`src/rtl/stopwatch_counter_if.sv`:
```
// Stopwatch control/display bundle: timer tick and buttons in, BCD digits and
// status flags out. The counter is the slave; the surrounding logic is the master.
interface stopwatch_counter_if;
    logic       second_tick;
    logic       start_stop;
    logic       clear;
    logic       timer_enable;
    logic [3:0] sec_ones;
    logic [3:0] sec_tens;
    logic [3:0] min_ones;
    logic [3:0] min_tens;
    logic       rollover;
    logic       overflow;

    modport master (
        output second_tick, start_stop, clear,
        input  timer_enable, sec_ones, sec_tens, min_ones, min_tens, rollover, overflow
    );

    modport slave (
        input  second_tick, start_stop, clear,
        output timer_enable, sec_ones, sec_tens, min_ones, min_tens, rollover, overflow
    );
endinterface

```
`src/rtl/stopwatch_counter.sv`:
```
// Stopwatch counter: counts second_tick pulses as MM:SS in BCD, owns the
// start/stop/clear FSM and drives the upstream timer's enable.
module stopwatch_counter #(
    parameter int MAX_MINUTES = 59,
    parameter bit WRAP        = 1'b1
) (
    input  logic               clk,
    input  logic               n_rst,
    stopwatch_counter_if.slave sw
);

    localparam logic [3:0] MAX_TENS = 4'(MAX_MINUTES / 10);
    localparam logic [3:0] MAX_ONES = 4'(MAX_MINUTES % 10);

    typedef enum logic [1:0] {
        IDLE    = 2'd0,
        RUNNING = 2'd1,
        PAUSED  = 2'd2
    } state_t;

    state_t      state;
    state_t      state_next;
    logic        start_stop_q;
    logic        press;
    logic        tick_cnt;
    logic        at_max;
    logic        timer_enable_p0;
    logic        rollover_p0;
    logic        overflow_p0;
    logic [15:0] digits_p0;   // {min_tens, min_ones, sec_tens, sec_ones}

    // One BCD step of the MM:SS count; at the last displayable value either
    // wraps to 00:00 or saturates, depending on WRAP.
    function automatic logic [15:0] bcd_next(input logic [15:0] cur, input logic max_hit);
        logic [3:0] so, st, mo, mt;
        {mt, mo, st, so} = cur;
        if (max_hit) begin
            bcd_next = WRAP ? 16'h0000 : cur;
        end else begin
            if (so != 4'd9) begin
                so = so + 4'd1;
            end else begin
                so = 4'd0;
                if (st != 4'd5) begin
                    st = st + 4'd1;
                end else begin
                    st = 4'd0;
                    if (mo != 4'd9) begin
                        mo = mo + 4'd1;
                    end else begin
                        mo = 4'd0;
                        mt = mt + 4'd1;
                    end
                end
            end
            bcd_next = {mt, mo, st, so};
        end
    endfunction

    assign press    = sw.start_stop & ~start_stop_q;
    assign tick_cnt = sw.second_tick & (state == RUNNING) & ~sw.clear;
    assign at_max   = (digits_p0[15:12] == MAX_TENS) && (digits_p0[11:8] == MAX_ONES) &&
                      (digits_p0[7:4] == 4'd5) && (digits_p0[3:0] == 4'd9);

    // Button edge detector: a held level produces a single press.
    always_ff @(posedge clk or negedge n_rst) begin
        if (!n_rst) begin
            start_stop_q <= 1'b0;
        end else begin
            start_stop_q <= sw.start_stop;
        end
    end

    // Next-state logic; clear overrides every other event.
    always_comb begin
        state_next = state;
        if (sw.clear) begin
            state_next = IDLE;
        end else begin
            case (state)
                IDLE:    if (press) state_next = RUNNING;
                RUNNING: begin
                    if (press) begin
                        state_next = PAUSED;
                    end else if (tick_cnt && at_max && !WRAP) begin
                        state_next = PAUSED;
                    end
                end
                PAUSED:  if (press) state_next = RUNNING;
                default: state_next = IDLE;
            endcase
        end
    end

    // State register; timer_enable is registered alongside so it tracks RUNNING exactly.
    always_ff @(posedge clk or negedge n_rst) begin
        if (!n_rst) begin
            state           <= IDLE;
            timer_enable_p0 <= 1'b0;
        end else begin
            state           <= state_next;
            timer_enable_p0 <= (state_next == RUNNING);
        end
    end

    // Digit counter with rollover pulse and sticky overflow flag.
    always_ff @(posedge clk or negedge n_rst) begin
        if (!n_rst) begin
            digits_p0   <= 16'h0000;
            rollover_p0 <= 1'b0;
            overflow_p0 <= 1'b0;
        end else if (sw.clear) begin
            digits_p0   <= 16'h0000;
            rollover_p0 <= 1'b0;
            overflow_p0 <= 1'b0;
        end else if (tick_cnt) begin
            digits_p0   <= bcd_next(digits_p0, at_max);
            rollover_p0 <= at_max;
            if (at_max) begin
                overflow_p0 <= 1'b1;
            end
        end else begin
            rollover_p0 <= 1'b0;
        end
    end

    assign sw.timer_enable = timer_enable_p0;
    assign sw.min_tens     = digits_p0[15:12];
    assign sw.min_ones     = digits_p0[11:8];
    assign sw.sec_tens     = digits_p0[7:4];
    assign sw.sec_ones     = digits_p0[3:0];
    assign sw.rollover     = rollover_p0;
    assign sw.overflow     = overflow_p0;

endmodule
```
`src/flat_wrapper.sv`:
```
// flat-port wrapper written by rule: the top's interface ports become plain ports
module stopwatch_counter_flat 
#(
    parameter int MAX_MINUTES = 59,
    parameter bit WRAP        = 1'b1
)
  (clk, n_rst, sw_second_tick, sw_start_stop, sw_clear, sw_timer_enable, sw_sec_ones, sw_sec_tens, sw_min_ones, sw_min_tens, sw_rollover, sw_overflow);
  stopwatch_counter_if sw_i ();
  input  logic clk;
  input  logic n_rst;
  input wire logic [$bits(sw_i.second_tick)-1:0] sw_second_tick;
  input wire logic [$bits(sw_i.start_stop)-1:0] sw_start_stop;
  input wire logic [$bits(sw_i.clear)-1:0] sw_clear;
  output wire logic [$bits(sw_i.timer_enable)-1:0] sw_timer_enable;
  output wire logic [$bits(sw_i.sec_ones)-1:0] sw_sec_ones;
  output wire logic [$bits(sw_i.sec_tens)-1:0] sw_sec_tens;
  output wire logic [$bits(sw_i.min_ones)-1:0] sw_min_ones;
  output wire logic [$bits(sw_i.min_tens)-1:0] sw_min_tens;
  output wire logic [$bits(sw_i.rollover)-1:0] sw_rollover;
  output wire logic [$bits(sw_i.overflow)-1:0] sw_overflow;
  assign sw_i.second_tick = sw_second_tick;
  assign sw_i.start_stop = sw_start_stop;
  assign sw_i.clear = sw_clear;
  assign sw_timer_enable = sw_i.timer_enable;
  assign sw_sec_ones = sw_i.sec_ones;
  assign sw_sec_tens = sw_i.sec_tens;
  assign sw_min_ones = sw_i.min_ones;
  assign sw_min_tens = sw_i.min_tens;
  assign sw_rollover = sw_i.rollover;
  assign sw_overflow = sw_i.overflow;
  stopwatch_counter #(.MAX_MINUTES(MAX_MINUTES), .WRAP(WRAP)) u_core (.clk(clk), .n_rst(n_rst), .sw(sw_i));
endmodule
```
`config.mk`:
```
export PLATFORM = sky130hd
export DESIGN_NAME = stopwatch_counter_flat
export DESIGN_NICKNAME = d
export VERILOG_FILES = /design/src/rtl/stopwatch_counter_if.sv /design/src/rtl/stopwatch_counter.sv /design/src/flat_wrapper.sv
export SDC_FILE = /design/constraint.sdc
export NUM_CORES = 1
export LEC_CHECK = 0
export CAP_MARGIN = 20
export CORE_MARGIN = 4
export CORE_UTILIZATION = 30
export DETAILED_ROUTE_END_ITERATION = 8
export PLACE_DENSITY = 0.57
export REMOVE_ABC_BUFFERS = 1
export SLEW_MARGIN = 20
export SYNTH_ARGS = -nofsm -noshare
export SYNTH_HDL_FRONTEND = slang
export SYNTH_SLANG_ARGS = --single-unit
export TNS_END_PERCENT = 100
```
`constraint.sdc`:
```
create_clock -name clk -period 5.1 [get_ports clk]
set_clock_uncertainty 0.05 [all_clocks]
set_input_delay 1.275 -clock clk [delete_from_list [all_inputs] [get_ports clk]]
set_output_delay 1.275 -clock clk [all_outputs]
set_load 0.02 [all_outputs]
```
==> key figures, run 1 <==
Status
  • Outcome: finished clean

Synthesis
  • Share of the synthesized area in the top cell type: a little under half
  • Avg Cell Area, Syn: around 10 um2
  • Seq cells post-synth: 22
  • Top cell type by total area after synthesis: dfrtp_1
  • Most frequent cells after synthesis: 22 x dfrtp_1, 14 x nor2_1, 12 x a21oi_1
  • Seq/Total Area, Yosys: 46.8%
  • Most area-consuming cells after synthesis: dfrtp_1 47%, ha_1 6.4%, a21oi_1 5.1%, nor2_1 4.5%, o21ai_0 3.4%
  • Main flop type after synthesis: dfrtp_1
  • Synthesis Warnings: 0
  • Post-synth EDFFs: 0
  • Post-synthesis cell area: 0.00118 mm2
  • Count leader, synth: dfrtp_1
  • Synth Instances: ~120
  • Post-synthesis async set-or-reset flop share: 100%
  • Netlist cell types: 30

Timing
  • Final setup fails: 0
  • FMAX: 351 MHz
  • Final hold violation count: 0
  • Final min period: between 2 and 3 ns
  • Final Cycle Share: between 50% and 60%
  • Slew Viols, Final: 0
  • Rel. slew slack: around 47%
  • Tightest Pin Transition: roughly 0.8 ns
  • RSZ-0062 raised after global routing: false
  • Setup TNS: 0 ns

Global route
  • Gr usage total: 10.9%
  • Vias in the first global route: approximately 960
  • GR Overflow Total: 0
  • Initial antenna violation count: 0
  • Largest net degree at the start of global routing: 23
  • First-pass GRT wire length: around 4.4 mm

Clock tree
  • Skew-Pair Late Insertion Delay: between 0.2 and 0.3 ns
  • Hold buffers post-CTS: 0
  • Maximum root-to-sink buffer count: 2
  • Clock slew seen by the registers of the worst setup and hold paths: 0.08 ns
  • Post-CTS sizing: 0
  • CTS root buffer: clkbuf_8
  • Clk sink count: 22
  • Post-CTS setup buffer count: 0
  • Num CTS Buffers: 3
  • CTS tree: done
  • H-tree levels: 1

Setup path
  • Worst flop-to-flop path endpoint: u_core.digits_p0[15]$_DFFE_PN0P_
  • Worst reg2reg setup slack: a little over 3 ns
  • R2R Path Start: u_core.digits_p0[5]$_DFFE_PN0P_
  • Worst Path Required: approximately 5.2 ns
  • Worst r2r path cells: 6
  • Crit path to: u_core.digits_p0[15]$_DFFE_PN0P_
  • Critical path arrival: just under 3 ns
  • Setup CP Type: input pin to flip-flop
  • CP startpoint kind: input pin
  • CP endpoint kind: flip-flop
  • CP max FO: 7
  • Beginning of the critical path: sw_second_tick

Floorplan
  • Die area: roughly 0.005 mm2
  • Io pins: 24
  • Die Wd: 70.6 um
  • Chip height: about 71 um
  • Initial Util: between 30% and 40%
  • Core Region: approximately 0.0037 mm2
  • FP Rows: 22

Flow run
  • Number of max-cap violations: 0

Power and ir drop
  • Leak pwr: approximately 0.63 nW
  • Peak supply drop: around 0.00016 V
  • Pwr/cell area: about 220 mW/mm2

Layout
  • P&R area growth vs syn: 25.7%
  • Utilization after layout: between 30% and 40%
  • Fraction of layout cells with a size suffix above 1: ~7.2%
  • Diode count: 0
  • # nets final: 150

Routing
  • Wire per inst: 13.0 um
  • Final wirelength: between 2 and 2.5 mm
  • DR iter-0 viols: 40
  • DRC errors left: 0
  • Post-route ant nets: 0
  • Length of the first detailed-routing pass in iterations: 4
  • Via density per instance: 4.99
  • Vias: approximately 930

Placed design
  • Final RePlAce weighted congestion: a little under 0.8
  • Hpwl dp: 1.72 mm
  • IO Port Bufs: 23

Min path
  • HP Class: flip-flop to flip-flop
-- logic make-up after synthesis --
family / Yosys count / share of synthesized area [%]
adder cells (fa/ha/maj): 6 / 6.38
AO/OA/AOI/OAI: 22 / 10.0
buffers and inverters: 11 / 4.47
XOR/XNOR: 2 / 1.49
multiplexers: 6 / 5.43
AND/OR/NAND/NOR: 49 / 25.4
flip-flops: 22 / 46.8
-- critical path, stage by stage --
cell and delay (ns):
clkdlybuf4s50_1 0.47, and3b_1 0.36, nand4_4 0.19, or4_1 0.50
a21oi_1 0.18
-- report_power, final --
part	total [mW]	switching (mW)	leakage [nW]	internal (mW)
combinational	0.0178	0.0108	0.294	0.00710
clock	0.125	0.0561	0.0288	0.0688
sequential	0.178	0.00176	0.303	0.176
-- cell type report --
class | count | area, um2
clock buffers | 4 | 55.1
fillers | 383 | 2240
inverters | 4 | 15.0
multi-input cells | 85 | 573
flip-flops and latches | 22 | 551
well taps | 48 | 60.1
repair buffers | 23 | 225
-- worst min path at each step --
stage,from,end,slack (ns),cells after the start
global route,u_core.sw.overflow$_DFFE_PN0P_,u_core.sw.overflow$_DFFE_PN0P_,0.50,2
CTS,u_core.sw.overflow$_DFFE_PN0P_,u_core.sw.overflow$_DFFE_PN0P_,0.48,2
finish,u_core.sw.overflow$_DFFE_PN0P_,u_core.sw.overflow$_DFFE_PN0P_,0.47,2
detailed placement,u_core.sw.overflow$_DFFE_PN0P_,u_core.sw.overflow$_DFFE_PN0P_,0.47,2
floorplan,u_core.state[0]$_DFF_PN0_,u_core.state[0]$_DFF_PN0_,0.54,2
global placement,u_core.sw.overflow$_DFFE_PN0P_,u_core.sw.overflow$_DFFE_PN0P_,0.46,2
-- layer usage --
metal	GRT usage (%)	up-vias	share of wire (%)
met5	0	-	0
met4	2.51	0	0.54
met3	4.26	2	5.9
met2	17.4	23	45
met1	14.0	450	49
li1	-	453	-
-- per-stage QoR --
stage	worst slack (ns)	instances	hold slack, ns	total power, mW	instance area, um2
final	2.25	186	0.471	0.321	1480
after CTS	2.24	186	0.480	0.328	1480
after detailed placement	1.98	182	0.468	0.201	1430
after global routing	2.18	186	0.497	0.338	1480
after floorplan	2.63	111	0.540	0.188	1140
after global placement	2.04	182	0.464	0.201	1430
-- sequential cells by signal (all words and copies together) (netlist names) --
signal                  count
u_core.state                2
u_core.sw.overflow          1
u_core.digits_p0           16
u_core.start_stop_q         1
u_core.sw.rollover          1
u_core.sw.timer_enable      1
-- cell usage in the layout, fill, tap and decap left out, types with 2 or more instances in the layout --
cell	instances
nor2b_1	4
nand4b_1	2
nor2_1	14
ha_1	6
dfrtp_1	22
mux2i_1	3
nor3b_1	2
clkbuf_8	4
o21ai_0	8
nand2_1	4
and3_1	2
mux2_2	3
a41oi_1	2
or3_1	3
or4_1	2
and3b_1	4
clkdlybuf4s50_1	22
inv_1	4
nand3_1	4
a21oi_1	12
nand2b_1	2
No activity file was read; power rests on OpenSTA's default activity.
==> run 2, diff against run 1 <==
==> constraint.sdc (replaced) <==
create_clock -name clk -period 2.95 [get_ports clk]
set_clock_uncertainty 0.05 [all_clocks]
set_input_delay 0.7375 -clock clk [delete_from_list [all_inputs] [get_ports clk]]
set_output_delay 0.7375 -clock clk [all_outputs]
set_load 0.02 [all_outputs]
==> run 2 against run 1 <==
- clock-buffer cell count is the same
- sequential power is 73% higher
- worst setup slack got worse by 1.6 ns
- global-route usage down 0.63 points
- clock power increased by 79%
- cell count rose by 0.54%
- design area increased by 0.85%
- wire length up 1.3%
- first-iteration DRC count decreased by 10%
- non-clock buffer count increased by 1
- die area stayed put
- total power increased by 76%
- highest routed layer unchanged
==> key figures, run 2 (synthesis results as in run 1) <==
Status
  • Outcome: finished clean

Flow run
  • Number of max-cap violations: 0 (unchanged)

Timing
  • Tightest Pin Transition: 0.782 ns (-0.00531 ns)
  • Setup TNS: 0 ns (unchanged)
  • FMAX: 433 MHz
  • Final Cycle Share: 78.3%
  • Final hold violation count: 0 (unchanged)
  • Final min period: 2.31 ns
  • Final setup fails: 0 (unchanged)
  • Slew Viols, Final: 0 (unchanged)
  • Rel. slew slack: 47.7% (+0.35 points)
  • Final hold slack: 0.471 ns (+0.000456 ns)
  • RSZ-0062 raised after global routing: false

Power and ir drop
  • Leak pwr: 0.631 nW (+0.76%)
  • Clock share of power: 39.6% (+0.7 points)
  • Internal power: 438 uW (+74%)
  • Seq pwr share: 54.6% (-0.9 points)
  • Peak supply drop: 0.000290 V (+86%)
  • Pwr/cell area: 378 mW/mm2 (+74%)
  • Net Switching: 126 uW (+84%)
  • Sw frac: 22.4% (+1.0 points)
  • Part of the power in combinational logic: 5.8% (+0.2 points)

Global route
  • GR Overflow Total: 0 (unchanged)
  • Largest net degree at the start of global routing: 23 (unchanged)
  • First-pass GRT wire length: 4.20 mm (-4.5%)
  • Gr usage total: 10.3% (-0.63 points)
  • Initial antenna violation count: 0 (unchanged)
  • Vias in the first global route: 891 (-6.7%)

Routing
  • Post-route ant nets: 0 (unchanged)
  • DRC errors left: 0 (unchanged)
  • Vias: 962 (+3.7%)
  • DR iter-0 viols: 36 (-10%)
  • Length of the first detailed-routing pass in iterations: 4 (unchanged)
  • Wire per inst: 13.1 um (+0.78%)
  • Via density per instance: 5.14 (+3.1%)
  • Final wirelength: 2.45 mm (+1.3%)

Setup path
  • CP startpoint kind: input pin
  • CP max FO: 7 (unchanged)
  • Setup CP Type: input pin to flip-flop
  • CP endpoint kind: flip-flop
  • Worst Path Required: 3.07 ns (-2.15 ns)
  • Critical path arrival: 2.43 ns (-0.54 ns)

Floorplan
  • Die area: 0.00499 mm2 (unchanged)
  • Initial Util: 31.6% (unchanged)
  • Io pins: 24 (unchanged)
  • FP Rows: 22 (unchanged)
  • Chip height: 70.6 um (unchanged)
  • Core Region: 0.00372 mm2 (unchanged)
  • Die Wd: 70.6 um (unchanged)

Clock tree
  • Post-CTS sizing: 0 (unchanged)
  • Post-CTS setup buffer count: 0 (unchanged)
  • CTS tree: done
  • Num CTS Buffers: 3 (unchanged)
  • Clk sink count: 22 (unchanged)
  • Skew-Pair Late Insertion Delay: 0.27 ns (about the same)
  • Clock slew seen by the registers of the worst setup and hold paths: 0.08 ns (about the same)
  • Hold buffers post-CTS: 0 (unchanged)
  • H-tree levels: 1 (unchanged)
  • CTS root buffer: clkbuf_8
  • Maximum root-to-sink buffer count: 2 (unchanged)

Min path
  • HP Class: flip-flop to flip-flop

Layout
  • Non-Filler Instances: 187 (+0.54%)
  • Design area: 0.00149 mm2 (+0.85%)
  • P&R area growth vs syn: 26.8%
  • Fillers: 379 (-1.0%)
  • Leading cell type in the layout, fill and taps excluded: clkdlybuf4s50_1
  • # nets final: 151 (+0.67%)
  • Largest Register: u_core.digits_p0
  • Max FFs per register: 16 (unchanged)
  • Fraction of layout cells with a size suffix above 1: 7.19% (-0.052 points)
  • Diode count: 0 (unchanged)
  • Largest regs: u_core.digits_p0: 16 flops, u_core.state: 2 flops
  • Commonest cells after routing, fill and taps aside: 23 x clkdlybuf4s50_1, 22 x dfrtp_1, 14 x nor2_1, 12 x a21oi_1, 8 x o21ai_0

Placed design
  • Hpwl dp: 1.75 mm (+2.0%)
  • Final RePlAce weighted congestion: 0.807 (+1.8%)
  • Dpl cells: 183 (+0.55%)
  • Area post-placement: 0.00144 mm2 (+0.53%)
  • IO Port Bufs: 23 (unchanged)
## run 2: cell count changes in the layout (fill, tap and decap cells not counted)
cell             previous run  this run
buf_4                       0         1
buf_2                       1         0
clkdlybuf4s50_1            22        23
## run 2: final timing paths
| path | slack, ns | depth (start not counted) | start | endpoint |
|---|---|---|---|---|
| setup / recovery | 0.64 | 5 | sw_second_tick | u_core.digits_p0[15]$_DFFE_PN0P_ |
| hold / removal | 0.47 | 2 | u_core.sw.overflow$_DFFE_PN0P_ | u_core.sw.overflow$_DFFE_PN0P_ |
| setup reg to reg | 0.91 | 6 | u_core.digits_p0[5]$_DFFE_PN0P_ | u_core.digits_p0[15]$_DFFE_PN0P_ |
| hold reg to reg | 0.47 | 2 | u_core.sw.overflow$_DFFE_PN0P_ | u_core.sw.overflow$_DFFE_PN0P_ |
| max in group asynchronous | 1.86 | 2 | n_rst | u_core.digits_p0[3]$_DFFE_PN0P_ |
| min in group asynchronous | 0.76 | 2 | n_rst | u_core.digits_p0[5]$_DFFE_PN0P_ |
## run 2: metrics by stage
step	setup WS [ns]	util, %	total power [mW]
5_1_grt	0.594	40.1	0.586
3_5_place_dp	0.375	38.7	0.348
2_1_floorplan	1.01	-	0.325
3_3_place_gp	0.426	38.7	0.348
6_report	0.640	40.1	0.565
4_1_cts	0.652	40.1	0.568
## run 2: critical path, stage by stage
cell and delay, ns:
clkdlybuf4s50_1 0.47, and3b_1 0.37, nand4_4 0.19, or4_1 0.49, a21oi_1 0.16
## run 2: final cells by class
type	count	area (um2)	area share (%)
Clock buffer	4	55.1	3.69
Inverter	4	15.0	1.01
Multi-Input combinational cell	85	573	38.4
Sequential cell	22	551	36.9
Tap cell	48	60.1	4.03
Timing Repair Buffer	24	238	15.9
## run 2: power by group through the flow
stage	sequential [mW]	clock [mW]	combinational, mW
2_1_floorplan	0.316	0	0.00889
3_3_place_gp	0.314	0	0.0333
3_5_place_dp	0.314	0	0.0336
4_1_cts	0.308	0.227	0.0335
5_1_grt	0.309	0.241	0.0365
6_report	0.308	0.224	0.0326
## run 2: per-layer routing
| layer | GRT usage (%) | vias up | wire [um] |
|---|---|---|---|
| met3 | 3.27 | 2 | 158 |
| li1 | - | 457 | - |
| met5 | 0 | - | 0 |
| met4 | 1.25 | 0 | 14 |
| met2 | 17.2 | 30 | 1120 |
| met1 | 13.5 | 473 | 1150 |
==> run 3, diff against run 2 <==
--- a/config.mk
+++ b/config.mk
@@ -9,7 +9,7 @@
 export CORE_MARGIN = 4
 export CORE_UTILIZATION = 30
 export DETAILED_ROUTE_END_ITERATION = 8
-export PLACE_DENSITY = 0.57
+export PLACE_DENSITY = 0.59
 export REMOVE_ABC_BUFFERS = 1
 export SLEW_MARGIN = 20
 export SYNTH_ARGS = -nofsm -noshare
==> constraint.sdc (replaced) <==
create_clock -name clk -period 2.05 [get_ports clk]
set_clock_uncertainty 0.05 [all_clocks]
set_input_delay 0.5125 -clock clk [delete_from_list [all_inputs] [get_ports clk]]
set_output_delay 0.5125 -clock clk [all_outputs]
set_load 0.02 [all_outputs]
==> run 3 against run 2 <==
- critical path depth unchanged
- wire length decreased by 2.8%
- cell count increased by 5.3%
- combinational power increased by 58%
- clock power increased by 34%
- total power increased by 41%
- worst setup slack got worse by 0.52 ns
- register-to-register slack got worse by 0.72 ns
- sequential power increased by 44%
- flip-flop and latch count unchanged
- clock-buffer cell count unchanged
- hold slack got worse by 0.0049 ns
- critical path type unchanged
- largest cell class unchanged
==> key figures, run 3 (synthesis results as in run 1) <==
Status
  • Outcome: finished clean

Setup path
  • Critical path arrival: 2.06 ns (-0.37 ns)
  • Slowest CP cell: clkdlybuf4s50_1
  • CP max FO: 4 (-3)
  • CP startpoint kind: input pin
  • Setup CP Type: input pin to flip-flop
  • Slowest stage delay, CP: 0.48 ns (about the same)
  • Worst Path Required: 2.18 ns (-0.89 ns)
  • Crit path cell chain: clkdlybuf4s50_1 > and3b_1 > nand4_4 > or4_1 > a21oi_1
  • CP endpoint kind: flip-flop

Layout
  • Fillers: 368 (-2.9%)
  • Max FFs per register: 16 (unchanged)
  • Design area: 0.00157 mm2 (+5.0%)
  • P&R area growth vs syn: 33.2%
  • Leading cell type in the layout, fill and taps excluded: clkdlybuf4s50_1
  • Commonest cells after routing, fill and taps aside: 23 x clkdlybuf4s50_1, 22 x dfrtp_1, 14 x nor2_1, 12 x a21oi_1, 11 x buf_4
  • # nets final: 161 (+6.6%)
  • Largest regs: u_core.digits_p0: 16 flops, u_core.state: 2 flops
  • Diode count: 0 (unchanged)
  • Largest Register: u_core.digits_p0
  • Fraction of layout cells with a size suffix above 1: 13.4% (+6.2 points)
  • Non-Filler Instances: 197 (+5.3%)

Routing
  • Via density per instance: 4.85 (-5.8%)
  • Wire per inst: 12.1 um (-7.8%)
  • Final wirelength: 2.38 mm (-2.8%)
  • Vias: 955 (-0.73%)
  • Length of the first detailed-routing pass in iterations: 4 (unchanged)
  • Post-route ant nets: 0 (unchanged)
  • DR iter-0 viols: 36 (unchanged)
  • DRC errors left: 0 (unchanged)

Flow run
  • Number of max-cap violations: 0 (unchanged)

Floorplan
  • Core Region: 0.00372 mm2 (unchanged)
  • Die Wd: 70.6 um (unchanged)
  • Io pins: 24 (unchanged)
  • Die area: 0.00499 mm2 (unchanged)
  • FP Rows: 22 (unchanged)
  • Initial Util: 31.6% (unchanged)
  • Chip height: 70.6 um (unchanged)

Global route
  • GR Overflow Total: 0 (unchanged)
  • Gr usage total: 9.83% (-0.43 points)
  • Vias in the first global route: 899 (+0.90%)
  • First-pass GRT wire length: 4.08 mm (-2.8%)
  • Largest net degree at the start of global routing: 23 (unchanged)
  • Initial antenna violation count: 0 (unchanged)

Power and ir drop
  • Peak supply drop: 0.000203 V (-30%)
  • Pwr/cell area: 508 mW/mm2 (+34%)
  • Leak pwr: 0.678 nW (+7.5%)

Clock tree
  • Clock slew seen by the registers of the worst setup and hold paths: 0.07 ns (about the same)
  • Post-CTS setup buffer count: 0 (unchanged)
  • Skew-Pair Late Insertion Delay: 0.26 ns (about the same)
  • Post-CTS sizing: 0 (unchanged)
  • Hold buffers post-CTS: 0 (unchanged)
  • Num CTS Buffers: 3 (unchanged)
  • Clk sink count: 22 (unchanged)
  • H-tree levels: 1 (unchanged)
  • CTS root buffer: clkbuf_8
  • Maximum root-to-sink buffer count: 2 (unchanged)
  • CTS tree: done

Timing
  • Final Cycle Share: roughly 94%
  • Tightest Pin Transition: 0.354 ns (-0.428 ns)
  • Final hold slack: 0.466 ns (-0.00486 ns)
  • Final min period: 1.93 ns
  • FMAX: between 500 and 600 MHz
  • Rel. slew slack: 76.4% (+29 points)
  • Slew Viols, Final: 0 (unchanged)
  • Final setup fails: 0 (unchanged)
  • RSZ-0062 raised after global routing: false
  • Final hold violation count: 0 (unchanged)

Placed design
  • Hpwl dp: 1.78 mm (+1.7%)
  • Area post-placement: 0.00151 mm2 (+5.2%)
  • IO Port Bufs: 23 (unchanged)
  • Final RePlAce weighted congestion: 0.705 (-13%)
  • Dpl cells: 193 (+5.5%)

Min path
  • HP Class: flip-flop to flip-flop
## run 3: cell types whose count changed in the layout (fill, tap and decap cells not counted), sizes merged
cell  change
buf      +10
## run 3: metal layers
metal | share of wire (%) | track usage, % | vias to the layer above
met5 | 0 | 0 | -
met4 | 1.4 | 5.01 | 0
li1 | - | - | 477
met3 | 2.7 | 0.568 | 2
met2 | 49 | 17.3 | 13
met1 | 47 | 12.2 | 463
## run 3: final timing paths
path                                            startpoint                                to  slack [ns]  cells past startpoint
hold / removal              u_core.sw.overflow$_DFFE_PN0P_    u_core.sw.overflow$_DFFE_PN0P_        0.47                      2
max in group asynchronous                            n_rst  u_core.digits_p0[12]$_DFFE_PN0P_        1.17                      2
hold reg to reg             u_core.sw.overflow$_DFFE_PN0P_    u_core.sw.overflow$_DFFE_PN0P_        0.47                      2
setup reg to reg           u_core.digits_p0[1]$_DFFE_PN0P_  u_core.digits_p0[15]$_DFFE_PN0P_        0.19                      4
setup / recovery                            sw_second_tick  u_core.digits_p0[15]$_DFFE_PN0P_        0.12                      5
min in group asynchronous                            n_rst   u_core.digits_p0[7]$_DFFE_PN0P_        0.55                      2
## run 3: area by class of cell
| cell class | instances | area [um2] | share of cell area, % |
|---|---|---|---|
| clock buffers | 4 | 55.1 | 3.51 |
| inverters | 4 | 15.0 | 0.958 |
| multi-input cells | 85 | 573 | 36.6 |
| flip-flops and latches | 22 | 551 | 35.1 |
| well taps | 48 | 60.1 | 3.83 |
| repair buffers | 34 | 313 | 20.0 |
## run 3: worst max-delay path: cells and delay by family
family / cells / cell delay [ns]
compound gates: 1 / 0.16
simple gates: 3 / 0.91
buf+inv: 1 / 0.48
## run 3: stage by stage
step / power, mW / setup WS (ns) / utilization [%] / setup TNS [ns]
after floorplan: 0.468 / 0.153 / - / 0
after global placement: 0.504 / -0.0960 / 40.7 / -0.588
after detailed placement: 0.505 / -0.162 / 40.7 / -0.976
final: 0.796 / 0.120 / 42.2 / 0
after global routing: 0.835 / 0.0390 / 42.2 / 0
after CTS: 0.814 / 0.107 / 42.2 / 0
## run 3: power by group
part           internal, mW  leakage, nW  switching (mW)
clock                 0.171       0.0288           0.131
sequential            0.439        0.303         0.00449
combinational        0.0232        0.346          0.0283
